==> config.mk <==
export PLATFORM = sky130hd
export DESIGN_NAME = uart_tx_flat
export DESIGN_NICKNAME = d
export VERILOG_FILES = /design/src/rtl/uart_pkg.sv /design/src/rtl/uart_tx_if.sv /design/src/rtl/uart_bit_timer.sv /design/src/rtl/uart_tx.sv /design/src/flat_wrapper.sv
export SDC_FILE = /design/constraint.sdc
export NUM_CORES = 1
export LEC_CHECK = 0
export CORE_ASPECT_RATIO = 1.1
export CORE_MARGIN = 2
export CORE_UTILIZATION = 53
export DETAILED_ROUTE_END_ITERATION = 6
export PLACE_DENSITY = 0.77
export REMOVE_ABC_BUFFERS = 1
export SETUP_SLACK_MARGIN = 0.05
export SLEW_MARGIN = 30
export SYNTH_ARGS = -nofsm -noshare
export SYNTH_HDL_FRONTEND = slang
export SYNTH_HIERARCHICAL = 1
export SYNTH_SLANG_ARGS = --single-unit
==> constraint.sdc <==
create_clock -name clk -period 3.2 [get_ports clk]
set_input_delay 0.64 -clock clk [delete_from_list [all_inputs] [get_ports clk]]
set_output_delay 0.64 -clock clk [all_outputs]
set_load 0.02 [all_outputs]
==> src/rtl/uart_pkg.sv <==
// rtl/uart_pkg.sv - shared UART constants and transmitter state encoding
package uart_pkg;

    localparam int UART_DATA_BITS  = 8;
    localparam int UART_OVERSAMPLE = 16;
    localparam int UART_STATE_W    = 3;

    typedef enum logic [UART_STATE_W-1:0] {
        ST_IDLE   = 3'd0,
        ST_START  = 3'd1,
        ST_DATA   = 3'd2,
        ST_PARITY = 3'd3,
        ST_STOP   = 3'd4
    } uart_state_e;

endpackage

==> src/rtl/uart_tx_if.sv <==
// rtl/uart_tx_if.sv - FIFO-side handshake, baud tick and serial line bundle for uart_tx
interface uart_tx_if
    import uart_pkg::*;
#(
    parameter int DATA_BITS = UART_DATA_BITS
);
    logic                 baud_tick;
    logic                 fifo_empty;
    logic [DATA_BITS-1:0] fifo_rdata;
    logic                 fifo_pop;
    logic                 tx;
    logic                 tx_busy;
    logic                 tx_done;

    modport master (
        input  baud_tick, fifo_empty, fifo_rdata,
        output fifo_pop, tx, tx_busy, tx_done
    );

    modport slave (
        output baud_tick, fifo_empty, fifo_rdata,
        input  fifo_pop, tx, tx_busy, tx_done
    );
endinterface

==> src/rtl/uart_bit_timer.sv <==
// rtl/uart_bit_timer.sv - counts baud ticks and flags the tick that ends each bit period
module uart_bit_timer
    import uart_pkg::*;
#(
    parameter int OVERSAMPLE = UART_OVERSAMPLE
) (
    input  logic clk,
    input  logic rst_n,
    input  logic baud_tick,
    input  logic clear,
    output logic bit_end
);
    localparam int            TW        = $clog2(OVERSAMPLE);
    localparam logic [TW-1:0] TICK_LAST = TW'(OVERSAMPLE - 1);

    logic [TW-1:0] r_tick_cnt;

    // clear wins over baud_tick so a tick on the frame-start edge is not counted
    always_ff @(posedge clk or negedge rst_n) begin
        if (!rst_n) begin
            r_tick_cnt <= '0;
        end else if (clear) begin
            r_tick_cnt <= '0;
        end else if (baud_tick) begin
            r_tick_cnt <= (r_tick_cnt == TICK_LAST) ? '0 : r_tick_cnt + TW'(1);
        end
    end

    assign bit_end = baud_tick && !clear && (r_tick_cnt == TICK_LAST);
endmodule

==> src/rtl/uart_tx.sv <==
// rtl/uart_tx.sv - FIFO-draining UART transmitter, 8N1 or 8E1 when UART_TX_PARITY_EN is defined
module uart_tx
    import uart_pkg::*;
#(
    parameter int DATA_BITS  = UART_DATA_BITS,
    parameter int OVERSAMPLE = UART_OVERSAMPLE
) (
    input  logic        clk,
    input  logic        rst_n,
    uart_tx_if.master   bus
);
    localparam int            BW       = $clog2(DATA_BITS);
    localparam logic [BW-1:0] BIT_LAST = BW'(DATA_BITS - 1);

    uart_state_e          r_state, w_next_state;
    logic [DATA_BITS-1:0] r_shift, w_shift_nxt;
    logic [BW-1:0]        r_bit_cnt, w_bit_cnt_nxt;
    logic                 r_tx, w_tx_nxt;
    logic                 r_busy, w_busy_nxt;
    logic                 r_pop, w_pop_nxt;
    logic                 r_done, w_done_nxt;
    logic                 w_bit_end;
    logic                 w_clear;
`ifdef UART_TX_PARITY_EN
    logic                 r_parity, w_parity_nxt;
`endif

    assign w_clear = (r_state == ST_IDLE);

    uart_bit_timer #(.OVERSAMPLE(OVERSAMPLE)) u_bit_timer (
        .clk       (clk),
        .rst_n     (rst_n),
        .baud_tick (bus.baud_tick),
        .clear     (w_clear),
        .bit_end   (w_bit_end)
    );

    always_ff @(posedge clk or negedge rst_n) begin
        if (!rst_n) begin
            r_state   <= ST_IDLE;
            r_shift   <= '0;
            r_bit_cnt <= '0;
            r_tx      <= 1'b1;
            r_busy    <= 1'b0;
            r_pop     <= 1'b0;
            r_done    <= 1'b0;
`ifdef UART_TX_PARITY_EN
            r_parity  <= 1'b0;
`endif
        end else begin
            r_state   <= w_next_state;
            r_shift   <= w_shift_nxt;
            r_bit_cnt <= w_bit_cnt_nxt;
            r_tx      <= w_tx_nxt;
            r_busy    <= w_busy_nxt;
            r_pop     <= w_pop_nxt;
            r_done    <= w_done_nxt;
`ifdef UART_TX_PARITY_EN
            r_parity  <= w_parity_nxt;
`endif
        end
    end

    // Next values of the registered outputs are decided here so tx only moves on bit boundaries
    always_comb begin
        w_next_state  = r_state;
        w_shift_nxt   = r_shift;
        w_bit_cnt_nxt = r_bit_cnt;
        w_tx_nxt      = r_tx;
        w_busy_nxt    = r_busy;
        w_pop_nxt     = 1'b0;
        w_done_nxt    = 1'b0;
`ifdef UART_TX_PARITY_EN
        w_parity_nxt  = r_parity;
`endif
        case (r_state)
            ST_IDLE: begin
                w_tx_nxt   = 1'b1;
                w_busy_nxt = 1'b0;
                if (!bus.fifo_empty) begin
                    w_next_state  = ST_START;
                    w_shift_nxt   = bus.fifo_rdata;
                    w_bit_cnt_nxt = '0;
                    w_tx_nxt      = 1'b0;
                    w_busy_nxt    = 1'b1;
                    w_pop_nxt     = 1'b1;
`ifdef UART_TX_PARITY_EN
                    w_parity_nxt  = ^bus.fifo_rdata;
`endif
                end
            end
            ST_START: begin
                if (w_bit_end) begin
                    w_next_state = ST_DATA;
                    w_tx_nxt     = r_shift[0];
                end
            end
            ST_DATA: begin
                if (w_bit_end) begin
                    w_shift_nxt = r_shift >> 1;
                    if (r_bit_cnt == BIT_LAST) begin
                        w_bit_cnt_nxt = '0;
`ifdef UART_TX_PARITY_EN
                        w_next_state  = ST_PARITY;
                        w_tx_nxt      = r_parity;
`else
                        w_next_state  = ST_STOP;
                        w_tx_nxt      = 1'b1;
`endif
                    end else begin
                        w_bit_cnt_nxt = r_bit_cnt + BW'(1);
                        w_tx_nxt      = r_shift[1];
                    end
                end
            end
`ifdef UART_TX_PARITY_EN
            ST_PARITY: begin
                if (w_bit_end) begin
                    w_next_state = ST_STOP;
                    w_tx_nxt     = 1'b1;
                end
            end
`endif
            ST_STOP: begin
                if (w_bit_end) begin
                    w_next_state = ST_IDLE;
                    w_tx_nxt     = 1'b1;
                    w_busy_nxt   = 1'b0;
                    w_done_nxt   = 1'b1;
                end
            end
            default: begin
                w_next_state = ST_IDLE;
                w_tx_nxt     = 1'b1;
                w_busy_nxt   = 1'b0;
            end
        endcase
    end

    assign bus.tx       = r_tx;
    assign bus.tx_busy  = r_busy;
    assign bus.fifo_pop = r_pop;
    assign bus.tx_done  = r_done;
endmodule
==> src/flat_wrapper.sv <==
// flat-port wrapper written by rule: the top's interface ports become plain ports
module uart_tx_flat import uart_pkg::*;
#(
    parameter int DATA_BITS  = UART_DATA_BITS,
    parameter int OVERSAMPLE = UART_OVERSAMPLE
)
  (clk, rst_n, bus_baud_tick, bus_fifo_empty, bus_fifo_rdata, bus_fifo_pop, bus_tx, bus_tx_busy, bus_tx_done);
  uart_tx_if #(.DATA_BITS(DATA_BITS)) bus_i ();
  input  logic clk;
  input  logic rst_n;
  input wire logic [$bits(bus_i.baud_tick)-1:0] bus_baud_tick;
  input wire logic [$bits(bus_i.fifo_empty)-1:0] bus_fifo_empty;
  input wire logic [$bits(bus_i.fifo_rdata)-1:0] bus_fifo_rdata;
  output wire logic [$bits(bus_i.fifo_pop)-1:0] bus_fifo_pop;
  output wire logic [$bits(bus_i.tx)-1:0] bus_tx;
  output wire logic [$bits(bus_i.tx_busy)-1:0] bus_tx_busy;
  output wire logic [$bits(bus_i.tx_done)-1:0] bus_tx_done;
  assign bus_i.baud_tick = bus_baud_tick;
  assign bus_i.fifo_empty = bus_fifo_empty;
  assign bus_i.fifo_rdata = bus_fifo_rdata;
  assign bus_fifo_pop = bus_i.fifo_pop;
  assign bus_tx = bus_i.tx;
  assign bus_tx_busy = bus_i.tx_busy;
  assign bus_tx_done = bus_i.tx_done;
  uart_tx #(.DATA_BITS(DATA_BITS), .OVERSAMPLE(OVERSAMPLE)) u_core (.clk(clk), .rst_n(rst_n), .bus(bus_i));
endmodule
==> impl_metrics.py, run 1 <==
metrics = {
    "placed_design": {
        "placed_cells": 150,
        "gp_congestion": 0.817,
        "dp_hpwl_um": 1530,
        "place.port_buffers": 15,
    },
    "pwr": {
        "power_density_nw_per_um2": 714,
        "p_sw_mw": 0.313,
        "swShare_pct": 31.0,
        "intPower_mw": 0.698,
        "leakagePower_nw": 0.592,
        "power_frac_seq_pct": 45.5,
        "vdd_drop_max_v": 0.000408,
        "pwr-share-clk_pct": 20.7,
        "power_frac_comb_pct": 33.7,
    },
    "clock_network": {
        "hold_buffers": 0,
        "cts.sinks": 22,
        "clockBufferDepth": 2,
        "postCtsSetupBuffers": 0,
        "cts_htree_levels": 1,
        "cts_tree": "yes",
        "cts_resized": 0,
        "ctsRootBufferMaster": "clkbuf_4",
        "cts-buffers-inserted": 3,
        "clk_pin_slew_ns": 0.12,
        "clk_latency_ns": 0.30,
    },
    "yosys": {
        "ys_warn_count": 6,
        "synth.distinct_cells": 35,
        "yosysTopAreaCellShare_pct": 43.7,
        "synth_area_leader_cell": "dfrtp_1",
        "synth_seq_cells": 22,
        "synthArstFlopShare_pct": 100,
        "synthesis.area_sq_um": 1200,
        "synth_most_common_cell": "dfrtp_1",
        "avgSynthCellArea_sq_um": 11.0,
        "synth_edf_count": 0,
        "yosys-top-cells-area": "dfrtp_1 (44%), mux2_2 (7.5%), mux2_4 (6.2%), mux2i_1 (4.2%), ha_1 (3.1%)",
        "synthCells": 109,
        "yosysSeqAreaShare_pct": 45.9,
        "synth_ff_type": "dfrtp_1",
        "synth_common_cells": "dfrtp_1 (21), nand2_1 (9), mux2_2 (8)",
    },
    "floorplan": {
        "die_h_um": 54.0,
        "die-width_um": 49.4,
        "initial_core_util_pct": 54.5,
        "coreArea_sq_um": 2210,
        "io-pin-count": 16,
        "row_count": 18,
        "die_area_sq_um": 2670,
    },
    "sta": {
        "worst_pin_slew_ns": 0.568,
        "skew_ns": 0.00342,
        "fmax_mhz": 395,
        "rsz0062_at_grt": "no",
        "fin_crit_sh_pct": 79.1,
        "slew_violations": 0,
        "slew_headroom_pct": 62.2,
        "tns_ns": 0,
        "setup_viol": 0,
        "hold_viol": 0,
        "layout_min_cycle_time_ns": 2.53,
    },
    "layout": {
        "fillers": 195,
        "antenna_cells": 0,
        "multiInputGateArea_sq_um": 573,
        "areaGrowthSynthToFinish_pct": 17.7,
        "finalNonFillerCells": 154,
        "ff_latch_area_sq_um": 552,
        "drive_gt1_share_pct": 21.8,
        "nNetsFinal": 140,
    },
    "setup_path": {
        "r2r_slack_ns": 0.68,
        "critical_path_class": "in2reg",
        "arrival_ns": 2.73,
        "r2r_end": "u_core/r_shift[6]",
        "worstPathRequired_ns": 3.40,
        "endpoint_kind": "flip-flop",
        "start_kind": "input port",
        "reg2reg_from": "u_core/r_state[2]",
        "setup.worst_path.end": "u_core/r_shift[6]",
        "crit_start": "bus_baud_tick",
        "r2r_cells": 6,
        "path_max_fanout": 11,
    },
    "worst_hold_path": {
        "hold_path.class": "in2async",
    },
    "routing": {
        "wl_um": 2130,
        "drtIter0Drc": 12,
        "topRoutingLayerUsed": "met4",
        "postRouteAntennaNets": 0,
        "dr_wl_met3_um": 42,
        "drc": 0,
        "dr.pass1.iters": 4,
        "wl_met2_um": 1100,
        "num_vias": 811,
        "drt-met1-wl_um": 973,
        "viasPerCell": 5.27,
        "wl_per_cell_um": 13.8,
    },
    "grt": {
        "grt_pass1_wl_um": 3740,
        "grt_max_degree": 23,
        "overflow": 0,
        "grt_usage_pct": 18.7,
        "grt_antenna_before_repair": 0,
        "grt_pass1_vias": 858,
    },
    "status": {
        "status": "completed",
    },
    "flow_run": {
        "cap_viol_max_count": 0,
    },
}
## power groups by stage
| stage | sequential (mW) | clock, mW | combinational, mW |
|---|---|---|---|
| 2_1_floorplan | 0.476 | 0 | 0.211 |
| 3_3_place_gp | 0.459 | 0 | 0.322 |
| 3_5_place_dp | 0.467 | 0 | 0.342 |
| 4_1_cts | 0.461 | 0.218 | 0.344 |
| 5_1_grt | 0.476 | 0.228 | 0.381 |
| 6_report | 0.460 | 0.210 | 0.341 |
## registers in the layout, summed over array words and instances, names as in the netlist
name	count
u_core/u_bit_timer/r_tick_cnt	4
u_core/r_state	3
u_core/bus.tx_busy	1
u_core/bus.tx_done	1
u_core/r_bit_cnt	3
u_core/r_shift	8
u_core/bus.tx	1
u_core/bus.fifo_pop	1
## layout by cell type, fill, tap and decap left out, types with 2 or more instances in the layout
| cell | instances |
|---|---|
| mux2_2 | 8 |
| mux2_4 | 5 |
| o21ai_0 | 6 |
| nor3_1 | 3 |
| xor2_1 | 2 |
| nor2_1 | 7 |
| nor2b_1 | 4 |
| inv_1 | 5 |
| clkbuf_4 | 3 |
| a31oi_1 | 2 |
| nand2_1 | 9 |
| mux2i_1 | 5 |
| a21oi_1 | 4 |
| buf_4 | 4 |
| nand4_1 | 2 |
| dfrtp_1 | 21 |
| clkdlybuf4s50_1 | 14 |
| ha_1 | 3 |
## worst max-delay path, cell delays in order
cell and delay (ns):
clkdlybuf4s50_1 0.57, nand2_2 0.09, nor3_1 0.38, inv_4 0.09, a2111oi_4 0.34, buf_4 0.26, mux2_2 0.36
## worst min path at each step
stage                           start                          endpoint  slack, ns  cells after the start
finish                          rst_n                 u_core/r_state[1]       0.28                      1
CTS                 u_core/r_shift[6]                 u_core/r_shift[6]       0.53                      1
global route                    rst_n  u_core/u_bit_timer/r_tick_cnt[3]       0.29                      1
floorplan                       rst_n               u_core/bus.fifo_pop       0.34                      0
global placement    u_core/r_shift[6]                 u_core/r_shift[6]       0.49                      1
detailed placement  u_core/r_shift[6]                 u_core/r_shift[6]       0.50                      1
## kinds of logic (layout without fill, tap and decap cells)
group | count (synthesis) | count (layout) | share of synthesized area [%]
compound gates | 17 | 17 | 10.1
buf+inv | 14 | 29 | 6.45
fa+ha+maj | 3 | 3 | 3.12
mux | 18 | 18 | 17.9
simple gates | 33 | 33 | 15.1
xor+xnor | 2 | 2 | 1.46
flops | 22 | 22 | 45.9
## per-stage QoR
| step | total power [mW] | hold slack [ns] | instance area [sq um] | util, % | setup slack [ns] |
|---|---|---|---|---|---|
| after floorplan | 0.687 | 0.344 | 1150 | - | 0.407 |
| after global placement | 0.781 | 0.490 | 1370 | 62.0 | 0.413 |
| after global routing | 1.08 | 0.288 | 1420 | 64.1 | 0.554 |
| final | 1.01 | 0.277 | 1420 | 64.1 | 0.668 |
| after detailed placement | 0.809 | 0.499 | 1370 | 62.0 | 0.347 |
| after CTS | 1.02 | 0.529 | 1420 | 64.3 | 0.686 |
## cell type report
class / count / share of cell area (%)
clock buffer: 3 / 1.59
clock inverter: 1 / 2.12
inverter: 6 / 1.77
multi-input combinational: 73 / 40.5
sequential: 22 / 39.0
tap: 30 / 2.65
timing repair buffer: 19 / 12.4
## layer usage
metal  up-vias  track usage, %
li1        410               -
met1       386            21.7
met2        13            35.1
met3         2            3.06
met4         0            7.41
met5         -               0
(Power assumes the default switching activity.)
==> run 2: changes to the inputs <==
==> constraint.sdc (replaced) <==
create_clock -name clk -period 2.5 [get_ports clk]
set_input_delay 0.5 -clock clk [delete_from_list [all_inputs] [get_ports clk]]
set_output_delay 0.5 -clock clk [all_outputs]
set_load 0.02 [all_outputs]
==> impl_metrics.py, run 2 (same netlist as run 1, synthesis figures left out) <==
metrics = {
    "status": {
        "status": "completed",
    },
    "placed_design": {
        "dp_hpwl_um": 1610,
        "place_area_sq_um": 1400,
        "gp_congestion": 0.821,
        "place.port_buffers": 15,
        "pre_cts_slack_ns": -0.00106,
    },
    "routing": {
        "wl_um": 2170,
        "drtIter0Drc": 11,
        "wl_per_cell_um": 13.7,
        "postRouteAntennaNets": 0,
        "viasPerCell": 5.32,
        "dr.pass1.iters": 4,
        "num_vias": 841,
        "drc": 0,
    },
    "clock_network": {
        "postCtsSetupBuffers": 0,
        "cts_resized": 0,
        "ctsRootBufferMaster": "clkbuf_4",
        "clk_latency_ns": 0.30,
        "clockBufferDepth": 2,
        "cts_tree": "yes",
        "cts-buffers-inserted": 3,
        "hold_buffers": 0,
        "clk_pin_slew_ns": 0.12,
        "cts.sinks": 22,
        "cts_htree_levels": 1,
    },
    "sta": {
        "fmax_mhz": 457,
        "rsz0062_at_grt": "no",
        "setup_ws_ns": 0.312,
        "setup_viol": 0,
        "worst_pin_slew_ns": 0.555,
        "hold_viol": 0,
        "layout_min_cycle_time_ns": 2.19,
        "slew_headroom_pct": 62.7,
        "slew_violations": 0,
        "skew_ns": 0.00278,
        "fin_crit_sh_pct": 87.5,
    },
    "pwr": {
        "vdd_drop_max_v": 0.000553,
        "leakagePower_nw": 0.613,
        "power.total_mw": 1.30,
        "power_density_nw_per_um2": 894,
    },
    "floorplan": {
        "die_area_sq_um": 2670,
        "initial_core_util_pct": 54.5,
        "die-width_um": 49.4,
        "io-pin-count": 16,
        "coreArea_sq_um": 2210,
        "die_h_um": 54.0,
        "row_count": 18,
    },
    "setup_path": {
        "path_max_fanout": 11,
        "critical_path_class": "in2reg",
        "arrival_ns": 2.39,
        "crit_family": "buffers and inverters",
        "start_kind": "input port",
        "worstPathRequired_ns": 2.70,
        "cpPeakStageDelay_ns": 0.50,
        "path_cells": "clkdlybuf4s50_1, nand2_2, nor3_1, buf_4, inv_4, a2111oi_4, buf_4, mux2_2",
        "endpoint_kind": "flip-flop",
        "cp_num_buf_inv": 4,
        "path_common_cell": "buf_4",
        "r2r_slack_ns": 0.40,
        "cp_slowest_cell": "clkdlybuf4s50_1",
    },
    "grt": {
        "grt_usage_pct": 19.1,
        "grt_pass1_wl_um": 3770,
        "grt_antenna_before_repair": 0,
        "overflow": 0,
        "grt_pass1_vias": 857,
        "grt_max_degree": 17,
    },
    "worst_hold_path": {
        "hold_path.class": "in2async",
    },
    "layout": {
        "regMostFlops": "u_core/r_shift",
        "layout_commonest_cell": "dfrtp_1",
        "largest_reg_flops": 8,
        "drive_gt1_share_pct": 23.4,
        "areaGrowthSynthToFinish_pct": 20.6,
        "antenna_cells": 0,
        "fin_area_sq_um": 1450,
        "nNetsFinal": 144,
        "final_cell_mix": "dfrtp_1 (21), clkdlybuf4s50_1 (15), nand2_1 (9), mux2_2 (8), buf_4 (8)",
        "layout_top_registers": "u_core/r_shift (8), u_core/u_bit_timer/r_tick_cnt (4)",
    },
    "flow_run": {
        "cap_viol_max_count": 0,
    },
}
==> run 2: cell types whose count changed in the layout (fill, tap and decap cells not counted) <==
cell and change:
buf_2 -1, buf_4 +4, clkdlybuf4s50_1 +1
==> run 2: final timing paths <==
| check | startpoint | endpoint | cells past startpoint |
|---|---|---|---|
| min in group clk | u_core/r_shift[6] | u_core/r_shift[6] | 1 |
| hold reg to reg | u_core/r_shift[6] | u_core/r_shift[6] | 1 |
| setup / recovery | bus_baud_tick | u_core/r_shift[6] | 8 |
| hold / removal | rst_n | u_core/bus.tx_busy | 1 |
| setup reg to reg | u_core/u_bit_timer/r_tick_cnt[0] | u_core/r_shift[6] | 8 |
| max in group asynchronous | rst_n | u_core/u_bit_timer/r_tick_cnt[2] | 2 |
==> run 2: per-stage QoR <==
stage / util (%) / cells / setup TNS [ns] / hold WS (ns)
after global placement: 63.3 / 154 / 0 / 0.488
after global routing: 65.7 / 158 / 0 / 0.541
after floorplan: - / 101 / -1.85 / 0.204
after CTS: 65.7 / 158 / 0 / 0.530
after detailed placement: 63.3 / 154 / -0.00106 / 0.497
final: 65.7 / 158 / 0 / 0.516
==> run 2: metal layers <==
metal  routed length [um]  vias to the layer above  track usage, %  share of wire (%)
met1                 1020                      415            22.7                 47
met2                 1090                        7            35.1                 50
li1                     -                      417               -                  -
met3                   41                        2            2.78                1.9
met5                    0                        -               0                  0
met4                   19                        0            8.33               0.88
==> run 2: report_power, final <==
part | internal, mW | total, mW | switching (mW)
sequential | 0.496 | 0.588 | 0.0915
combinational | 0.239 | 0.440 | 0.202
clock | 0.162 | 0.268 | 0.106
==> run 2: worst reg2reg max path, stage by stage, from the launching register on <==
cell and delay (ns):
dfrtp_1 0.42, ha_1 0.23, nand2_1 0.08, nor3_1 0.13
buf_4 0.15, inv_4 0.04, a2111oi_4 0.32, buf_4 0.26
mux2_2 0.36
==> run 2: cell type report <==
cell class | instances | area, sq um
fillers | 196 | 757
multi-input cells | 73 | 573
flip-flops and latches | 22 | 552
repair buffers | 23 | 210
well taps | 30 | 37.5
clock inverters | 1 | 30.0
inverters | 6 | 25.0
clock buffers | 3 | 22.5
